**src/rtl/hpu_pkg.sv**
```systemverilog
// ---------------------------------------------------------------------------
// hpu_pkg
// Shared definitions for the HPU CSR fabric as seen by the NDMA CSR slave:
//   - CSR_ADDR_NDMA_* register addresses (byte addresses, word stride)
//   - ndma_cmd_e    : command / completion type encoding
//   - csr_bus_req_t : broadcast request from the CSR hub (read + write)
//   - csr_bus_rsp_t : read data returned on the lcarb response bus
//   - ndma_cmd_t    : bundled descriptor as presented to the NDMA engine
//   - ndma_state_e  : launch FSM states
// ---------------------------------------------------------------------------
package hpu_pkg;

    localparam int CSR_AW = 12;
    localparam int CSR_DW = 32;

    typedef logic [CSR_AW-1:0] csr_addr_t;

    localparam csr_addr_t CSR_ADDR_NDMA_CTRL      = 12'h400;
    localparam csr_addr_t CSR_ADDR_NDMA_STATUS    = 12'h404;
    localparam csr_addr_t CSR_ADDR_NDMA_LCADDR    = 12'h408;
    localparam csr_addr_t CSR_ADDR_NDMA_RTADDR    = 12'h40C;
    localparam csr_addr_t CSR_ADDR_NDMA_SIZE      = 12'h410;
    localparam csr_addr_t CSR_ADDR_NDMA_DESTXY    = 12'h414;
    localparam csr_addr_t CSR_ADDR_NDMA_WR_DONE   = 12'h418;
    localparam csr_addr_t CSR_ADDR_NDMA_RD_DONE   = 12'h41C;
    localparam csr_addr_t CSR_ADDR_NDMA_SWAP_DONE = 12'h420;
    localparam csr_addr_t CSR_ADDR_NDMA_WR_MASK   = 12'h424;
    localparam csr_addr_t CSR_ADDR_NDMA_RD_MASK   = 12'h428;
    localparam csr_addr_t CSR_ADDR_NDMA_SWAP_MASK = 12'h42C;

    // Default descriptor field widths used by the engine-side bundle.
    localparam int NDMA_SIZE_W = 20;
    localparam int NDMA_XY_W   = 2;

    typedef enum logic [1:0] {
        NDMA_CMD_NONE = 2'd0,
        NDMA_CMD_WR   = 2'd1,
        NDMA_CMD_RD   = 2'd2,
        NDMA_CMD_SWAP = 2'd3
    } ndma_cmd_e;

    typedef enum logic [1:0] {
        NDMA_ST_IDLE = 2'd0,
        NDMA_ST_REQ  = 2'd1,
        NDMA_ST_WAIT = 2'd2
    } ndma_state_e;

    typedef struct packed {
        csr_addr_t          raddr;
        logic               wr_en;
        csr_addr_t          waddr;
        logic [CSR_DW-1:0]  wdata;
    } csr_bus_req_t;

    typedef struct packed {
        logic [CSR_DW-1:0]  rdata;
    } csr_bus_rsp_t;

    typedef struct packed {
        ndma_cmd_e               cmd_type;
        logic [31:0]             lcaddr;
        logic [31:0]             rtaddr;
        logic [NDMA_SIZE_W-1:0]  size;
        logic [NDMA_XY_W-1:0]    destx;
        logic [NDMA_XY_W-1:0]    desty;
    } ndma_cmd_t;

endpackage

```
**src/rtl/hpu_ndma_csr_done_cnt.sv**
```systemverilog
// ---------------------------------------------------------------------------
// hpu_ndma_done_cnt
// Completion counter with CSR load and single-step increment.
// A load and an increment in the same cycle yield load_val_i + 1, so a
// software write never swallows a completion that lands on the same edge.
// Wraps naturally at 2^W.
// Ports:
//   clk_i       core clock
//   rst_i       asynchronous active-low reset
//   load_i      CSR write strobe for this counter
//   load_val_i  value written by software
//   inc_i       completion pulse of this counter's type
//   cnt_o       current count
// ---------------------------------------------------------------------------
module hpu_ndma_done_cnt #(
    parameter int W = 16
) (
    input  logic         clk_i,
    input  logic         rst_i,
    input  logic         load_i,
    input  logic [W-1:0] load_val_i,
    input  logic         inc_i,
    output logic [W-1:0] cnt_o
);

    logic [W-1:0] cnt_d;
    logic [W-1:0] cnt_q;

    // Load first, then increment on top of whatever the base value is.
    always_comb begin
        cnt_d = cnt_q;
        if (load_i) begin
            cnt_d = load_val_i;
        end
        if (inc_i) begin
            cnt_d = cnt_d + W'(1);
        end
    end

    always_ff @(posedge clk_i or negedge rst_i) begin
        if (!rst_i) begin
            cnt_q <= '0;
        end else begin
            cnt_q <= cnt_d;
        end
    end

    assign cnt_o = cnt_q;

endmodule

```
**src/rtl/hpu_ndma_csr.sv**
```systemverilog
// ---------------------------------------------------------------------------
// hpu_ndma_csr
// CSR slave for the NDMA register group in the lcarb domain. Holds the DMA
// descriptor, launches one command at a time to the NDMA engine over a
// valid/ready handshake, counts completions per type and drives a masked
// level interrupt.
// Ports:
//   clk_i / rst_i        core clock, asynchronous active-low reset
//   csr_bus_req_i        broadcast CSR request (raddr, wr_en, waddr, wdata)
//   csr_bus_rsp_o        registered read data (one cycle latency)
//   ndma_cmd_vld_o/rdy_i command handshake to the engine
//   ndma_cmd_type_o, ndma_lcaddr_o, ndma_rtaddr_o, ndma_size_o,
//   ndma_destx_o, ndma_desty_o   command fields, stable while valid
//   ndma_done_i / ndma_done_type_i  one-cycle completion pulse and its type
//   ndma_irq_o           registered interrupt level
// ---------------------------------------------------------------------------
module hpu_ndma_csr
    import hpu_pkg::*;
#(
    parameter int SIZE_W = 20,
    parameter int DONE_W = 16,
    parameter int XY_W   = 2
) (
    input  logic               clk_i,
    input  logic               rst_i,
    input  csr_bus_req_t       csr_bus_req_i,
    output csr_bus_rsp_t       csr_bus_rsp_o,
    output logic               ndma_cmd_vld_o,
    input  logic               ndma_cmd_rdy_i,
    output logic [1:0]         ndma_cmd_type_o,
    output logic [31:0]        ndma_lcaddr_o,
    output logic [31:0]        ndma_rtaddr_o,
    output logic [SIZE_W-1:0]  ndma_size_o,
    output logic [XY_W-1:0]    ndma_destx_o,
    output logic [XY_W-1:0]    ndma_desty_o,
    input  logic               ndma_done_i,
    input  logic [1:0]         ndma_done_type_i,
    output logic               ndma_irq_o
);

    ndma_state_e        state_q, state_d;
    logic               busy;

    logic [1:0]         ctrl_q, ctrl_d;
    logic               err_q, err_d;
    logic [31:0]        lcaddr_q, lcaddr_d;
    logic [31:0]        rtaddr_q, rtaddr_d;
    logic [SIZE_W-1:0]  size_q, size_d;
    logic [XY_W-1:0]    destx_q, destx_d;
    logic [XY_W-1:0]    desty_q, desty_d;
    logic               wr_mask_q, wr_mask_d;
    logic               rd_mask_q, rd_mask_d;
    logic               swap_mask_q, swap_mask_d;

    ndma_cmd_e          cmd_type_q, cmd_type_d;
    logic [31:0]        cmd_lcaddr_q, cmd_lcaddr_d;
    logic [31:0]        cmd_rtaddr_q, cmd_rtaddr_d;
    logic [SIZE_W-1:0]  cmd_size_q, cmd_size_d;
    logic [XY_W-1:0]    cmd_destx_q, cmd_destx_d;
    logic [XY_W-1:0]    cmd_desty_q, cmd_desty_d;

    logic [31:0]        rdata_q, rdata_d;
    logic               irq_q, irq_d;

    logic [DONE_W-1:0]  wr_cnt, rd_cnt, swap_cnt;

    logic               wr_ctrl, wr_status, wr_lcaddr, wr_rtaddr, wr_size, wr_destxy;
    logic               wr_wr_done, wr_rd_done, wr_swap_done;
    logic               wr_wr_mask, wr_rd_mask, wr_swap_mask;
    logic               desc_wr;
    logic               cmd_nonzero;
    logic               launch;
    logic [31:0]        wdata;
    logic               unused_wdata;

    assign wdata = csr_bus_req_i.wdata;

    // Upper wdata bits are don't-care for most registers.
    assign unused_wdata = ^wdata;

    // Write strobe decode.
    always_comb begin
        wr_ctrl      = csr_bus_req_i.wr_en && (csr_bus_req_i.waddr == CSR_ADDR_NDMA_CTRL);
        wr_status    = csr_bus_req_i.wr_en && (csr_bus_req_i.waddr == CSR_ADDR_NDMA_STATUS);
        wr_lcaddr    = csr_bus_req_i.wr_en && (csr_bus_req_i.waddr == CSR_ADDR_NDMA_LCADDR);
        wr_rtaddr    = csr_bus_req_i.wr_en && (csr_bus_req_i.waddr == CSR_ADDR_NDMA_RTADDR);
        wr_size      = csr_bus_req_i.wr_en && (csr_bus_req_i.waddr == CSR_ADDR_NDMA_SIZE);
        wr_destxy    = csr_bus_req_i.wr_en && (csr_bus_req_i.waddr == CSR_ADDR_NDMA_DESTXY);
        wr_wr_done   = csr_bus_req_i.wr_en && (csr_bus_req_i.waddr == CSR_ADDR_NDMA_WR_DONE);
        wr_rd_done   = csr_bus_req_i.wr_en && (csr_bus_req_i.waddr == CSR_ADDR_NDMA_RD_DONE);
        wr_swap_done = csr_bus_req_i.wr_en && (csr_bus_req_i.waddr == CSR_ADDR_NDMA_SWAP_DONE);
        wr_wr_mask   = csr_bus_req_i.wr_en && (csr_bus_req_i.waddr == CSR_ADDR_NDMA_WR_MASK);
        wr_rd_mask   = csr_bus_req_i.wr_en && (csr_bus_req_i.waddr == CSR_ADDR_NDMA_RD_MASK);
        wr_swap_mask = csr_bus_req_i.wr_en && (csr_bus_req_i.waddr == CSR_ADDR_NDMA_SWAP_MASK);
        desc_wr      = wr_lcaddr || wr_rtaddr || wr_size || wr_destxy;
        cmd_nonzero  = (wdata[1:0] != 2'd0);
        launch       = wr_ctrl && cmd_nonzero && (size_q != '0);
    end

    // FSM state register.
    always_ff @(posedge clk_i or negedge rst_i) begin
        if (!rst_i) begin
            state_q <= NDMA_ST_IDLE;
        end else begin
            state_q <= state_d;
        end
    end

    // FSM next state: one command in flight; REQ waits for the handshake,
    // WAIT waits for the engine's completion pulse.
    always_comb begin
        state_d = state_q;
        case (state_q)
            NDMA_ST_IDLE: if (launch)         state_d = NDMA_ST_REQ;
            NDMA_ST_REQ:  if (ndma_cmd_rdy_i) state_d = NDMA_ST_WAIT;
            NDMA_ST_WAIT: if (ndma_done_i)    state_d = NDMA_ST_IDLE;
            default:                          state_d = NDMA_ST_IDLE;
        endcase
    end

    // FSM outputs.
    always_comb begin
        ndma_cmd_vld_o = (state_q == NDMA_ST_REQ);
        busy           = (state_q != NDMA_ST_IDLE);
    end

    // Software-visible registers. The descriptor and CTRL are frozen while a
    // command is outstanding; any attempt to touch them flags err, as does a
    // launch attempt with a zero size.
    always_comb begin
        ctrl_d      = ctrl_q;
        err_d       = err_q;
        lcaddr_d    = lcaddr_q;
        rtaddr_d    = rtaddr_q;
        size_d      = size_q;
        destx_d     = destx_q;
        desty_d     = desty_q;
        wr_mask_d   = wr_mask_q;
        rd_mask_d   = rd_mask_q;
        swap_mask_d = swap_mask_q;

        if (!busy) begin
            if (wr_ctrl)   ctrl_d   = wdata[1:0];
            if (wr_lcaddr) lcaddr_d = wdata;
            if (wr_rtaddr) rtaddr_d = wdata;
            if (wr_size)   size_d   = wdata[SIZE_W-1:0];
            if (wr_destxy) begin
                destx_d = wdata[XY_W-1:0];
                desty_d = wdata[2*XY_W-1:XY_W];
            end
        end

        if (busy && (desc_wr || wr_ctrl)) begin
            err_d = 1'b1;
        end else if (!busy && wr_ctrl && cmd_nonzero && (size_q == '0)) begin
            err_d = 1'b1;
        end else if (wr_status && wdata[1]) begin
            err_d = 1'b0;
        end

        if (wr_wr_mask)   wr_mask_d   = wdata[0];
        if (wr_rd_mask)   rd_mask_d   = wdata[0];
        if (wr_swap_mask) swap_mask_d = wdata[0];
    end

    // Command snapshot: captured at launch so the engine sees stable fields
    // for as long as valid is high.
    always_comb begin
        cmd_type_d   = cmd_type_q;
        cmd_lcaddr_d = cmd_lcaddr_q;
        cmd_rtaddr_d = cmd_rtaddr_q;
        cmd_size_d   = cmd_size_q;
        cmd_destx_d  = cmd_destx_q;
        cmd_desty_d  = cmd_desty_q;
        if ((state_q == NDMA_ST_IDLE) && launch) begin
            cmd_type_d   = ndma_cmd_e'(wdata[1:0]);
            cmd_lcaddr_d = lcaddr_q;
            cmd_rtaddr_d = rtaddr_q;
            cmd_size_d   = size_q;
            cmd_destx_d  = destx_q;
            cmd_desty_d  = desty_q;
        end
    end

    // Read mux, registered below; unmapped addresses read as zero.
    always_comb begin
        rdata_d = '0;
        case (csr_bus_req_i.raddr)
            CSR_ADDR_NDMA_CTRL:      rdata_d = {30'd0, ctrl_q};
            CSR_ADDR_NDMA_STATUS:    rdata_d = {30'd0, err_q, busy};
            CSR_ADDR_NDMA_LCADDR:    rdata_d = lcaddr_q;
            CSR_ADDR_NDMA_RTADDR:    rdata_d = rtaddr_q;
            CSR_ADDR_NDMA_SIZE:      rdata_d = 32'(size_q);
            CSR_ADDR_NDMA_DESTXY:    rdata_d = 32'({desty_q, destx_q});
            CSR_ADDR_NDMA_WR_DONE:   rdata_d = 32'(wr_cnt);
            CSR_ADDR_NDMA_RD_DONE:   rdata_d = 32'(rd_cnt);
            CSR_ADDR_NDMA_SWAP_DONE: rdata_d = 32'(swap_cnt);
            CSR_ADDR_NDMA_WR_MASK:   rdata_d = {31'd0, wr_mask_q};
            CSR_ADDR_NDMA_RD_MASK:   rdata_d = {31'd0, rd_mask_q};
            CSR_ADDR_NDMA_SWAP_MASK: rdata_d = {31'd0, swap_mask_q};
            default:                 rdata_d = '0;
        endcase
    end

    // Interrupt follows the registered counters, so it lags a count change
    // by one cycle.
    always_comb begin
        irq_d = ((wr_cnt   != '0) && wr_mask_q)
             || ((rd_cnt   != '0) && rd_mask_q)
             || ((swap_cnt != '0) && swap_mask_q);
    end

    always_ff @(posedge clk_i or negedge rst_i) begin
        if (!rst_i) begin
            ctrl_q       <= '0;
            err_q        <= 1'b0;
            lcaddr_q     <= '0;
            rtaddr_q     <= '0;
            size_q       <= '0;
            destx_q      <= '0;
            desty_q      <= '0;
            wr_mask_q    <= 1'b0;
            rd_mask_q    <= 1'b0;
            swap_mask_q  <= 1'b0;
            cmd_type_q   <= NDMA_CMD_NONE;
            cmd_lcaddr_q <= '0;
            cmd_rtaddr_q <= '0;
            cmd_size_q   <= '0;
            cmd_destx_q  <= '0;
            cmd_desty_q  <= '0;
            rdata_q      <= '0;
            irq_q        <= 1'b0;
        end else begin
            ctrl_q       <= ctrl_d;
            err_q        <= err_d;
            lcaddr_q     <= lcaddr_d;
            rtaddr_q     <= rtaddr_d;
            size_q       <= size_d;
            destx_q      <= destx_d;
            desty_q      <= desty_d;
            wr_mask_q    <= wr_mask_d;
            rd_mask_q    <= rd_mask_d;
            swap_mask_q  <= swap_mask_d;
            cmd_type_q   <= cmd_type_d;
            cmd_lcaddr_q <= cmd_lcaddr_d;
            cmd_rtaddr_q <= cmd_rtaddr_d;
            cmd_size_q   <= cmd_size_d;
            cmd_destx_q  <= cmd_destx_d;
            cmd_desty_q  <= cmd_desty_d;
            rdata_q      <= rdata_d;
            irq_q        <= irq_d;
        end
    end

    // Per-type completion counters; done_type NONE matches no counter.
    hpu_ndma_done_cnt #(.W(DONE_W)) u_wr_cnt (
        .clk_i      (clk_i),
        .rst_i      (rst_i),
        .load_i     (wr_wr_done),
        .load_val_i (wdata[DONE_W-1:0]),
        .inc_i      (ndma_done_i && (ndma_done_type_i == NDMA_CMD_WR)),
        .cnt_o      (wr_cnt)
    );

    hpu_ndma_done_cnt #(.W(DONE_W)) u_rd_cnt (
        .clk_i      (clk_i),
        .rst_i      (rst_i),
        .load_i     (wr_rd_done),
        .load_val_i (wdata[DONE_W-1:0]),
        .inc_i      (ndma_done_i && (ndma_done_type_i == NDMA_CMD_RD)),
        .cnt_o      (rd_cnt)
    );

    hpu_ndma_done_cnt #(.W(DONE_W)) u_swap_cnt (
        .clk_i      (clk_i),
        .rst_i      (rst_i),
        .load_i     (wr_swap_done),
        .load_val_i (wdata[DONE_W-1:0]),
        .inc_i      (ndma_done_i && (ndma_done_type_i == NDMA_CMD_SWAP)),
        .cnt_o      (swap_cnt)
    );

    assign csr_bus_rsp_o.rdata = rdata_q;
    assign ndma_cmd_type_o     = cmd_type_q;
    assign ndma_lcaddr_o       = cmd_lcaddr_q;
    assign ndma_rtaddr_o       = cmd_rtaddr_q;
    assign ndma_size_o         = cmd_size_q;
    assign ndma_destx_o        = cmd_destx_q;
    assign ndma_desty_o        = cmd_desty_q;
    assign ndma_irq_o          = irq_q;

endmodule

```
**config.mk**
```make
export PLATFORM = sky130hd
export DESIGN_NAME = hpu_ndma_csr
export DESIGN_NICKNAME = d
export VERILOG_FILES = /design/src/rtl/hpu_pkg.sv /design/src/rtl/hpu_ndma_csr_done_cnt.sv /design/src/rtl/hpu_ndma_csr.sv
export SDC_FILE = /design/constraint.sdc
export NUM_CORES = 1
export LEC_CHECK = 0
export CAP_MARGIN = 5
export CORE_UTILIZATION = 39
export CTS_CLUSTER_SIZE = 20
export DETAILED_ROUTE_END_ITERATION = 16
export PLACE_DENSITY_LB_ADDON = 0.15
export REMOVE_ABC_BUFFERS = 1
export SLEW_MARGIN = 30
export SYNTH_ARGS = -nofsm -noshare
export SYNTH_HDL_FRONTEND = slang
export SYNTH_SLANG_ARGS = --single-unit
```
**constraint.sdc**
```tcl
create_clock -name clk_i -period 4.5 [get_ports clk_i]
set_input_delay 1.125 -clock clk_i [delete_from_list [all_inputs] [get_ports clk_i]]
set_output_delay 1.125 -clock clk_i [all_outputs]
set_load 0.05 [all_outputs]
```
# After elaboration in Yosys (flattened, before gate mapping)
# Index checks and enable logic that the tools add are counted.
# word_totals
out_inout_bits,124
wordCells,120
register_bits,267
inputBits,63
# op_classes
mux,14
n_reduce_logical,48
bitwise_logic,1
n_addsub,3
n_eq_ne,32
# ops
op,n
$pmux W32 S12,1
$eq A12 B11 Y1 const B,24
$mux W16,6
$add A16 B1 Y16 const B,3
$reduce_bool A16 Y1,3
$logic_and A1 B1 Y1,26
$logic_not A20 Y1,1
$reduce_bool A20 Y1,1
$reduce_and A2 Y1,5
$eq A2 B2 Y1 const B,3
$logic_or A1 B1 Y1,6
$mux W2,3
$pmux W2 S3,1
$eq A2 B1 Y1 const B,2
$ne A2 B2 Y1 const B,2
$reduce_bool A2 Y1,2
$mux W1,3
$reduce_and A3 Y1,1
$reduce_bool A3 Y1,1
$logic_not A2 Y1,1
$ne A2 B1 Y1 const B,1
$logic_not A1 Y1,1
$not A1 Y1,1

# Depth between registers and ports, before layout
# Gate-level depths: netlist (run 1).
# logic_depth
word_depth,8
mapped_depth,10
mapped_depth_nobuf,10

# Cells and area by module
# From an unflattened synthesis (run 1), not the netlist that was laid out.
# hier_totals
cells_unflattened,938
area_unflattened_um2,12453.2
# modules_own_cells
mod,area_each_um2,n_inst,seq_area_each_um2,cells_each
hpu_ndma_csr,9326.4,1,5480.3,662
hpu_ndma_done_cnt,1042.2,3,400.4,92

# Worst setup path before layout (run 1)
# No wires, ideal clock.
# synth_path
path_kind,input -> register
start,in csr_bus_req_i[40] in the netlist's numbering
end,reg u_wr_cnt.cnt_q[10] (netlist: u_wr_cnt.cnt_o[10])
required_ps,4374
t_arrival_ps,3483
path_buffers,1
stages,9
path_slack_ps,891
setup_ps,126
path_cell_list,or4_2 -> nor4b_4 -> mux2_2 -> ha_1 -> and3_1 -> clkbuf_1 -> nand4_1 -> xor2_1 -> a21oi_1
# synth_between
elab_chain_len,5
# synth_rtl
item,line_no,text
"start, declared",hpu_ndma_csr.sv:26,"input csr_bus_req_t csr_bus_req_i,"
$eq A12 B11 Y1 *,hpu_ndma_csr.sv:89,wr_wr_done = csr_bus_req_i.wr_en && (csr_bus_req_i.waddr == CSR_ADDR_NDMA_WR_DONE);
$logic_and A1 B1 Y1 *,hpu_ndma_csr.sv:89,
$mux W16 *,hpu_ndma_csr_done_cnt.sv:32,if (load_i) begin
$add A16 B1 Y16,hpu_ndma_csr_done_cnt.sv:36,cnt_d = cnt_d + W'(1);
$mux W16 *,hpu_ndma_csr_done_cnt.sv:35,if (inc_i) begin
net u_wr_cnt.cnt_d[10],hpu_ndma_csr_done_cnt.sv:26,logic [W-1:0] cnt_d;
"end signal, assigned",hpu_ndma_csr_done_cnt.sv:44,cnt_q <= cnt_d;
"end, declared",hpu_ndma_csr_done_cnt.sv:27,logic [W-1:0] cnt_q;
# The timed path passes the listed nets; every way through them passes the cells marked *.
# A chain may end at the register's enable or synchronous reset.

# Worst setup path after layout (run 1)
# Same ends and word-level chain as after synthesis.

==> impl_metrics.ini, run 1 <==
[logic_synthesis]
netlist_area_mm2 = 0.01278
syn_inst = 1013
synth_commonest_cells = dfrtp_1, mux2_2, mux2_4, nor2_1, nand2_1
yosys-top-cells-area = dfrtp_1, mux2_4, mux2_2, xor2_1, xnor2_1
synthMostInstantiatedCell = dfrtp_1
ys_warn_count = 0
synth_edf_count = 0
netlist.area_leader.share_pct = 52.27
synth-seq-cells = 267
ys.flop_type = dfrtp_1
async_flop_share_pct = 100.0
synth_cell_types = 58
syn_area_per_cell_um2 = 12.62
synth.largest_area_cell = dfrtp_1
ys_seq_area_share_pct = 52.27

[worst_setup_path]
path_cells = clkdlybuf4s50_1, or4_2, nor4b_4, mux2_2, ha_1, nand2_1, nor3_1, nand4_1, xnor2_1, nor2_1, a21oi_1
critPathCaptureType = flip-flop
reg2reg_depth = 6
critPathTopFamily = simple AND/OR/NAND/NOR gates
cp.arrival_ns = 4.18
startpoint_type = input port
cpPeakStageDelay_ns = 0.77
worstSetupStartpoint = csr_bus_req_i[40]
r2r_setup_slack_ns = 1.87
path_class = in2reg
cp_max_fo = 4
crit_path_top_delay_cell = or4_2
r2r_end = ndma_rtaddr_o[23]
r2r_start = size_q[2]
required_ns = 4.91
cp_num_buf_inv = 1

[cells_and_area]
drive_gt1_share_pct = 23.47
fin_nets = 1267
areaGrowthSynthToFinish_pct = 25.63
diodes = 0

[power]
power.internal_w = 0.004088
power.share.switching_pct = 24.35
clockPowerShare_pct = 44.0
total_power_w = 0.005404
p_sw_w = 0.001316
powerDensity_mw_per_mm2 = 336.5
p_leak_nw = 7.464
power_frac_comb_pct = 7.8
seqPwrFrac_pct = 48.2
ir_drop_uv = 287.6

[cts]
cts_tree = built
htree_levels = 1
cts_buffers = 29
cts-root-buf = clkbuf_16
postCtsHoldBufs = 0
cts_setup_buffers = 0
ctsResizeCount = 0
clk_latency_ns = 0.54
clkTransAtPathRegs_ns = 0.06
clockBufferDepth = 3
cts.sinks = 267

[drt]
drtIter0Drc = 682
drt-pass1-iter-count = 7
drc = 0
wl_per_cell_um = 20.52
via_per_inst = 5.286
final_antenna_net_count = 0
vias = 8765
finalWirelength_um = 34020

[min_path]
hold_path_depth = 1
hp-class = reg2reg
min_from = ctrl_q[0]
hold_end = ctrl_q[0]

[grt]
grt_pass1_wl_um = 53360
grt_max_degree = 85
grt_pass1_vias = 9036
overflow = 0
antenna_found_initial = 0
grt_use_total_pct = 20.58

[floorplan]
core_mm2 = 0.03188
die-width_um = 183.0
rows = 65
initial_utilization_pct = 40.09
io_pins = 187
dieArea_mm2 = 0.03350
die_y_um = 183.0

[sta]
fmax_mhz = 264.6
worstMarginPinSlew_ns = 0.8039
slew_viol_final = 0
slew_headroom_pct = 45.02
grt_setup_unrepaired = no
timing.final.crit_share_pct = 83.99
skew_ns = 0.01222
finalCriticalPeriod_ns = 3.780
hold_violations = 0
setup_tns_ns = 0
setup_viol = 0

[job]
drv_cap = 0

[place]
portBuffers = 186
place_hpwl_um = 23450
place.gp.congestion = 0.8898

[status]
status = finished clean
layer usage:
layer  wire [um]  global-route usage [%]
met1       15660                   28.63
met2       16050                   33.90
met3        1664                   2.859
met4         646                   4.933
met5           0                       0
state kept, by name, indices dropped and copies added, names as in the netlist, 16 cells and up:
signal	count
rtaddr_q	32
u_wr_cnt.cnt_o	16
ndma_size_o	20
ndma_lcaddr_o	32
ndma_rtaddr_o	32
u_swap_cnt.cnt_o	16
lcaddr_q	32
u_rd_cnt.cnt_o	16
size_q	20
csr_bus_rsp_o	32
metrics by stage:
step / instances / setup WS (ns) / instance area, um2 / hold slack, ns / util (%)
5_1_grt: 1658 / 0.5667 / 16060 / 0.5240 / 50.37
3_5_place_dp: 1606 / 0.1900 / 15110 / 0.4905 / 47.40
3_3_place_gp: 1606 / 0.2512 / 15110 / 0.4846 / 47.40
2_1_floorplan: 952 / 0.08959 / 12370 / 0.4697 / -
6_report: 1658 / 0.7203 / 16060 / 0.5071 / 50.37
4_1_cts: 1658 / 0.7525 / 16060 / 0.5080 / 50.37
worst max-delay path by stage:
stage,end,slack [ns],cells after the start
2_1_floorplan,u_wr_cnt.cnt_o[10],0.09,10
3_3_place_gp,u_wr_cnt.cnt_o[10],0.25,11
3_5_place_dp,u_wr_cnt.cnt_o[10],0.19,11
4_1_cts,u_wr_cnt.cnt_o[10],0.75,11
5_1_grt,u_wr_cnt.cnt_o[10],0.57,11
6_report,u_wr_cnt.cnt_o[10],0.72,11
cells in the final DEF (no fill, tap or decap), types with 10 or more instances in the layout:
cell and count:
nand4_1 21, mux2_4 89, inv_1 11, and3_1 13, xnor2_1 36, mux2_2 98
buf_4 28, clkbuf_16 29, a22oi_1 41, nor2_1 66, clkdlybuf4s50_1 185, nor4_1 21
nand2_1 53, dfrtp_1 267, nor3_1 10, a21oi_1 32, nand3_1 39, a22o_1 14
xor2_1 41, mux2i_1 19
logic make-up after synthesis:
family | after synthesis | share of synthesized area (%)
xor gates and xnor gates | 77 | 5.276
DFF | 267 | 52.27
buffers and inverters | 72 | 3.534
AOI/OAI and AO/OA | 115 | 6.255
and+or+nand+nor | 272 | 11.54
adders and majority gates | 2 | 0.1957
muxes | 208 | 20.93
power by group through the flow:
| stage | registers (W) | clock network, W | logic [W] |
|---|---|---|---|
| CTS | 0.00260 | 0.00245 | 0.000425 |
| global route | 0.00261 | 0.00254 | 0.000471 |
| finish | 0.00260 | 0.00238 | 0.000422 |
| floorplan | 0.00259 | 0 | 0.000219 |
| global placement | 0.00264 | 0 | 0.000417 |
| detailed placement | 0.00264 | 0 | 0.000422 |
area by class of cell:
cell class              instances  area [um2]
clock buffers                  41       810.8
repair buffers                219        2177
fillers                      2895       15820
inverters                      11       41.29
multi-input cells             674        5667
well taps                     435       544.3
clock inverters                11       136.4
flip-flops and latches        267        6681
(Power assumes the default switching activity.)
==> run 2, diff against run 1 <==
Clock period 4.5 ns to 3.41 ns, I/O delays scaled along.
==> run 2 against run 1 <==
Effect of this change:
- flip-flop and latch count did not move
- critical path depth down 1
- worst setup slack got worse by 0.61 ns
- sequential power grew 33%
- largest cell class unchanged
==> impl_metrics.ini, run 2 (synthesis results as in run 1) <==
[status]
status = finished clean

[floorplan]
io_pins = 187
dieArea_mm2 = 0.03350
initial_utilization_pct = 40.09
die_y_um = 183.0
rows = 65
die-width_um = 183.0
core_mm2 = 0.03188

[worst_setup_path]
path_class = in2reg
r2r_start = size_q[2]
worstSetupStartpoint = csr_bus_req_i[40]
reg2reg_depth = 6
cp_max_fo = 6
r2r_end = ndma_lcaddr_o[26]
required_ns = 3.83
crit_end = u_wr_cnt.cnt_o[12]
r2r_setup_slack_ns = 1.01
cp.arrival_ns = 3.71
startpoint_type = input port
critPathCaptureType = flip-flop

[sta]
whs_ns = 0.3050
slew_headroom_pct = 52.25
hold_violations = 0
setup_viol = 0
grt_setup_unrepaired = no
skew_ns = 0.01396
fmax_mhz = 303.5
timing.final.crit_share_pct = 96.62
worstMarginPinSlew_ns = 0.7163
slew_viol_final = 0
finalCriticalPeriod_ns = 3.295

[grt]
grt_pass1_wl_um = 54150
grt_max_degree = 86
grt_pass1_vias = 9008
grt_use_total_pct = 20.88
overflow = 0
antenna_found_initial = 0

[drt]
via_per_inst = 5.180
finalWirelength_um = 34820
drtIter0Drc = 585
wl_met2_um = 16230
final_antenna_net_count = 0
drc = 0
drt-pass1-iter-count = 6
vias = 8826
wl_per_cell_um = 20.43
m1WireLength_um = 16220
routed-wl-met3_um = 1740
top_layer_used = met4

[place]
place_inst = 1650
portBuffers = 186
place.gp.congestion = 0.8935
place_hpwl_um = 24340
place_area_mm2 = 0.01550

[power]
power_frac_comb_pct = 8.5
powerDensity_mw_per_mm2 = 434.7
clockPowerShare_pct = 43.4
p_leak_nw = 7.702
power.internal_w = 0.005399
ir_drop_uv = 345.0
seqPwrFrac_pct = 48.2
power.share.switching_pct = 24.58
p_sw_w = 0.001760

[cts]
cts_buffers = 30
clkTransAtPathRegs_ns = 0.06
cts-root-buf = clkbuf_16
clockBufferDepth = 3
clk_latency_ns = 0.55
cts_tree = built
htree_levels = 1
postCtsHoldBufs = 0
cts.sinks = 267

[cells_and_area]
layout_commonest_cell = dfrtp_1
areaGrowthSynthToFinish_pct = 28.84
final_cell_mix = dfrtp_1, clkdlybuf4s50_1, mux2_2, mux2_4, buf_4
fin_nets = 1313
layout.cells.non_filler = 1704
drive_gt1_share_pct = 26.08
final_util_pct = 51.66
multi_input_area_mm2 = 0.005678
fill_cells = 2877
diodes = 0
stdcell_area_mm2 = 0.01647
register_area_mm2 = 0.006681

[min_path]
hp-class = in2async

[job]
drv_cap = 0
run 2: power groups by stage:
stage                     logic (W)  clock network [W]  registers, W
after global routing       0.000672            0.00332       0.00345
after detailed placement   0.000606                  0       0.00349
after CTS                  0.000610            0.00318       0.00344
final                      0.000605            0.00311       0.00345
after global placement     0.000597                  0       0.00349
after floorplan            0.000289                  0       0.00342
run 2: through the flow:
| step | total power, W | worst slack (ns) | TNS, ns |
|---|---|---|---|
| after floorplan | 0.003712 | -0.7279 | -21.65 |
| after global placement | 0.004091 | -0.5740 | -4.515 |
| after detailed placement | 0.004101 | -0.6428 | -5.110 |
| after CTS | 0.007231 | 0.08863 | 0 |
| after global routing | 0.007445 | 0.0002718 | 0 |
| final | 0.007160 | 0.1153 | 0 |
run 2: cell type report:
type	count	share of cell area (%)
clock buffers	47	5.379
repair buffers	264	15.65
multi-input cells	674	34.48
inverters	11	0.2507
flip-flops and latches	267	40.57
well taps	435	3.305
clock inverters	6	0.3647
run 2: worst min path at each step:
stage	startpoint	end	cells past startpoint
5_1_grt	rst_i	ndma_rtaddr_o[20]	1
6_report	rst_i	ndma_rtaddr_o[20]	1
3_3_place_gp	ctrl_q[1]	ctrl_q[1]	1
2_1_floorplan	swap_mask_q	ndma_irq_o	2
4_1_cts	rst_i	ndma_rtaddr_o[20]	1
3_5_place_dp	ndma_lcaddr_o[0]	ndma_lcaddr_o[0]	1
run 2: repair_timing:
action | in CTS | in global routing
resized for setup | 1 | 1
pin swaps | 0 | 1
endpoints found under the setup margin | 2 | 4
setup buffers | 0 | 1
run 2: worst max-delay path: stages:
cell             delay, ns
clkdlybuf4s50_1       0.41
or4_2                 0.77
nor4b_4               0.30
buf_4                 0.18
mux2_2                0.35
ha_1                  0.23
and3_1                0.24
nand4_1               0.14
xor2_1                0.16
a21oi_1               0.08
run 2: metal layers:
| layer | GRT usage, % | up-vias |
|---|---|---|
| li1 | - | 4126 |
| met1 | 29.35 | 4421 |
| met2 | 34.04 | 239 |
| met3 | 3.098 | 40 |
| met4 | 4.667 | 0 |
| met5 | 0 | - |
==> run 3, diff against run 2 <==
Settings changed: CTS_BUF_LIST set to sky130_fd_sc_hd__clkbuf_4 sky130_fd_sc_hd__clkbuf_8 sky130_fd_sc_hd__clkbuf_16.
==> run 3 against run 2 <==
Effect of this change:
- die area unchanged
- clock power rose by 3%
- clock skew barely moved
- clock-buffer cell count unchanged
- hold slack better by 0.0027 ns
- design area grew 0.25%
- non-clock buffer count stayed put
- power rose by 1.2%
- critical endpoint unchanged
- register-to-register slack improved by 0.03 ns
- combinational power about the same
- flip-flop and latch count stayed put
- maximum frequency is 0.15% lower
==> impl_metrics.ini, run 3 (synthesis results as in run 1) <==
[power]
p_sw_w = 0.001757
p_leak_nw = 7.740
ir_drop_uv = 345.5
seqPwrFrac_pct = 47.6
clockPowerShare_pct = 44.1
power_frac_comb_pct = 8.4
power.internal_w = 0.005487
powerDensity_mw_per_mm2 = 438.7
power.share.switching_pct = 24.25

[worst_setup_path]
cp_max_fo = 6
path_class = in2reg
startpoint_type = input port
critPathCaptureType = flip-flop
cp.arrival_ns = 3.72
required_ns = 3.83

[min_path]
hp-class = in2async

[place]
pre_cts_ws_ns = -0.6428
place_hpwl_um = 24340
place_area_mm2 = 0.01550
portBuffers = 186
place.gp.congestion = 0.8935

[drt]
drt-pass1-iter-count = 5
drtIter0Drc = 599
final_antenna_net_count = 0
wl_per_cell_um = 20.37
finalWirelength_um = 34710
via_per_inst = 5.183
drc = 0
vias = 8831

[cts]
htree_levels = 1
cts-root-buf = clkbuf_16
clkTransAtPathRegs_ns = 0.06
cts_buffers = 30
clk_latency_ns = 0.55
cts_tree = built
clockBufferDepth = 3
cts.sinks = 267

[cells_and_area]
layout_commonest_cell = dfrtp_1
final_cell_mix = dfrtp_1, clkdlybuf4s50_1, mux2_2, mux2_4, buf_4
stdcell_area_mm2 = 0.01651
diodes = 0
fin_nets = 1313
drive_gt1_share_pct = 26.95
fill_cells = 2861
areaGrowthSynthToFinish_pct = 29.16
final_util_pct = 51.79

[grt]
grt_use_total_pct = 20.84
grt_max_degree = 86
overflow = 0
grt_pass1_vias = 8994
antenna_found_initial = 0
grt_pass1_wl_um = 54030

[sta]
slew_headroom_pct = 51.98
setup_ws_ns = 0.1102
skew_ns = 0.01427
whs_ns = 0.3077
slew_viol_final = 0
finalCriticalPeriod_ns = 3.300
hold_violations = 0
setup_viol = 0
fmax_mhz = 303.0
grt_setup_unrepaired = no
timing.final.crit_share_pct = 96.77
worstMarginPinSlew_ns = 0.7203

[floorplan]
initial_utilization_pct = 40.09
core_mm2 = 0.03188
die-width_um = 183.0
rows = 65
dieArea_mm2 = 0.03350
die_y_um = 183.0
io_pins = 187

[status]
status = finished clean

[job]
drv_cap = 0
run 3: cell counts in the layout (fill, tap and decap cells not counted):
No cell type changed its count.
run 3: final timing paths:
path	startpoint	end	slack, ns	cells after the start
worst max-delay path	csr_bus_req_i[40]	u_wr_cnt.cnt_o[12]	0.11	10
worst min register to register	ctrl_q[0]	ctrl_q[0]	0.51	1
worst max register to register	size_q[2]	ndma_lcaddr_o[26]	1.04	6
max in group asynchronous	rst_i	lcaddr_q[5]	2.15	2
worst min-delay path	rst_i	ndma_rtaddr_o[20]	0.31	1
min in group clk_i	ctrl_q[0]	ctrl_q[0]	0.51	1
run 3: power by group through the flow:
stage | Clock, W | Combinational, W | Sequential [W]
2_1_floorplan | 0 | 0.000289 | 0.00342
3_3_place_gp | 0 | 0.000597 | 0.00349
3_5_place_dp | 0 | 0.000606 | 0.00349
4_1_cts | 0.00327 | 0.000610 | 0.00344
5_1_grt | 0.00340 | 0.000672 | 0.00345
6_report | 0.00319 | 0.000606 | 0.00345
run 3: metal layers:
metal | track usage, % | share of wire, % | wire [um]
met1 | 29.31 | 46 | 15990
met2 | 33.95 | 47 | 16160
met3 | 3.098 | 5.6 | 1928
met4 | 4.700 | 1.8 | 639
met5 | 0 | 0 | 0
run 3: through the flow:
stage | setup TNS, ns | cells | power (W)
after floorplan | -21.65 | 952 | 0.003712
after global placement | -4.515 | 1650 | 0.004091
after detailed placement | -5.110 | 1650 | 0.004101
after CTS | 0 | 1703 | 0.007319
after global routing | 0 | 1704 | 0.007529
final | 0 | 1704 | 0.007244
run 3: worst max-delay path: stages:
cell and delay, ns:
clkdlybuf4s50_1 0.41, or4_2 0.77, nor4b_4 0.30, buf_4 0.18
mux2_2 0.35, ha_1 0.23, and3_1 0.25, nand4_1 0.14
xor2_1 0.16, a21oi_1 0.08
run 3: cell type report:
type | count | area [um2] | share of cell area (%)
clock buffer | 47 | 927.1 | 5.616
clock inverter | 6 | 60.06 | 0.3638
inverter | 11 | 41.29 | 0.2501
multi-input combinational | 674 | 5678 | 34.39
sequential | 267 | 6681 | 40.47
tap | 435 | 544.3 | 3.297
timing repair buffer | 264 | 2577 | 15.61
run 3: repair_timing:
item                                    4_1_cts  5_1_grt
buffers inserted                              0        1
endpoints found under the setup margin        2        4
resized for setup                             1        1
gates cloned                                  0        0
pin swaps                                     0        1
hold buffers                                  0        0
endpoints found under the hold margin         0        0
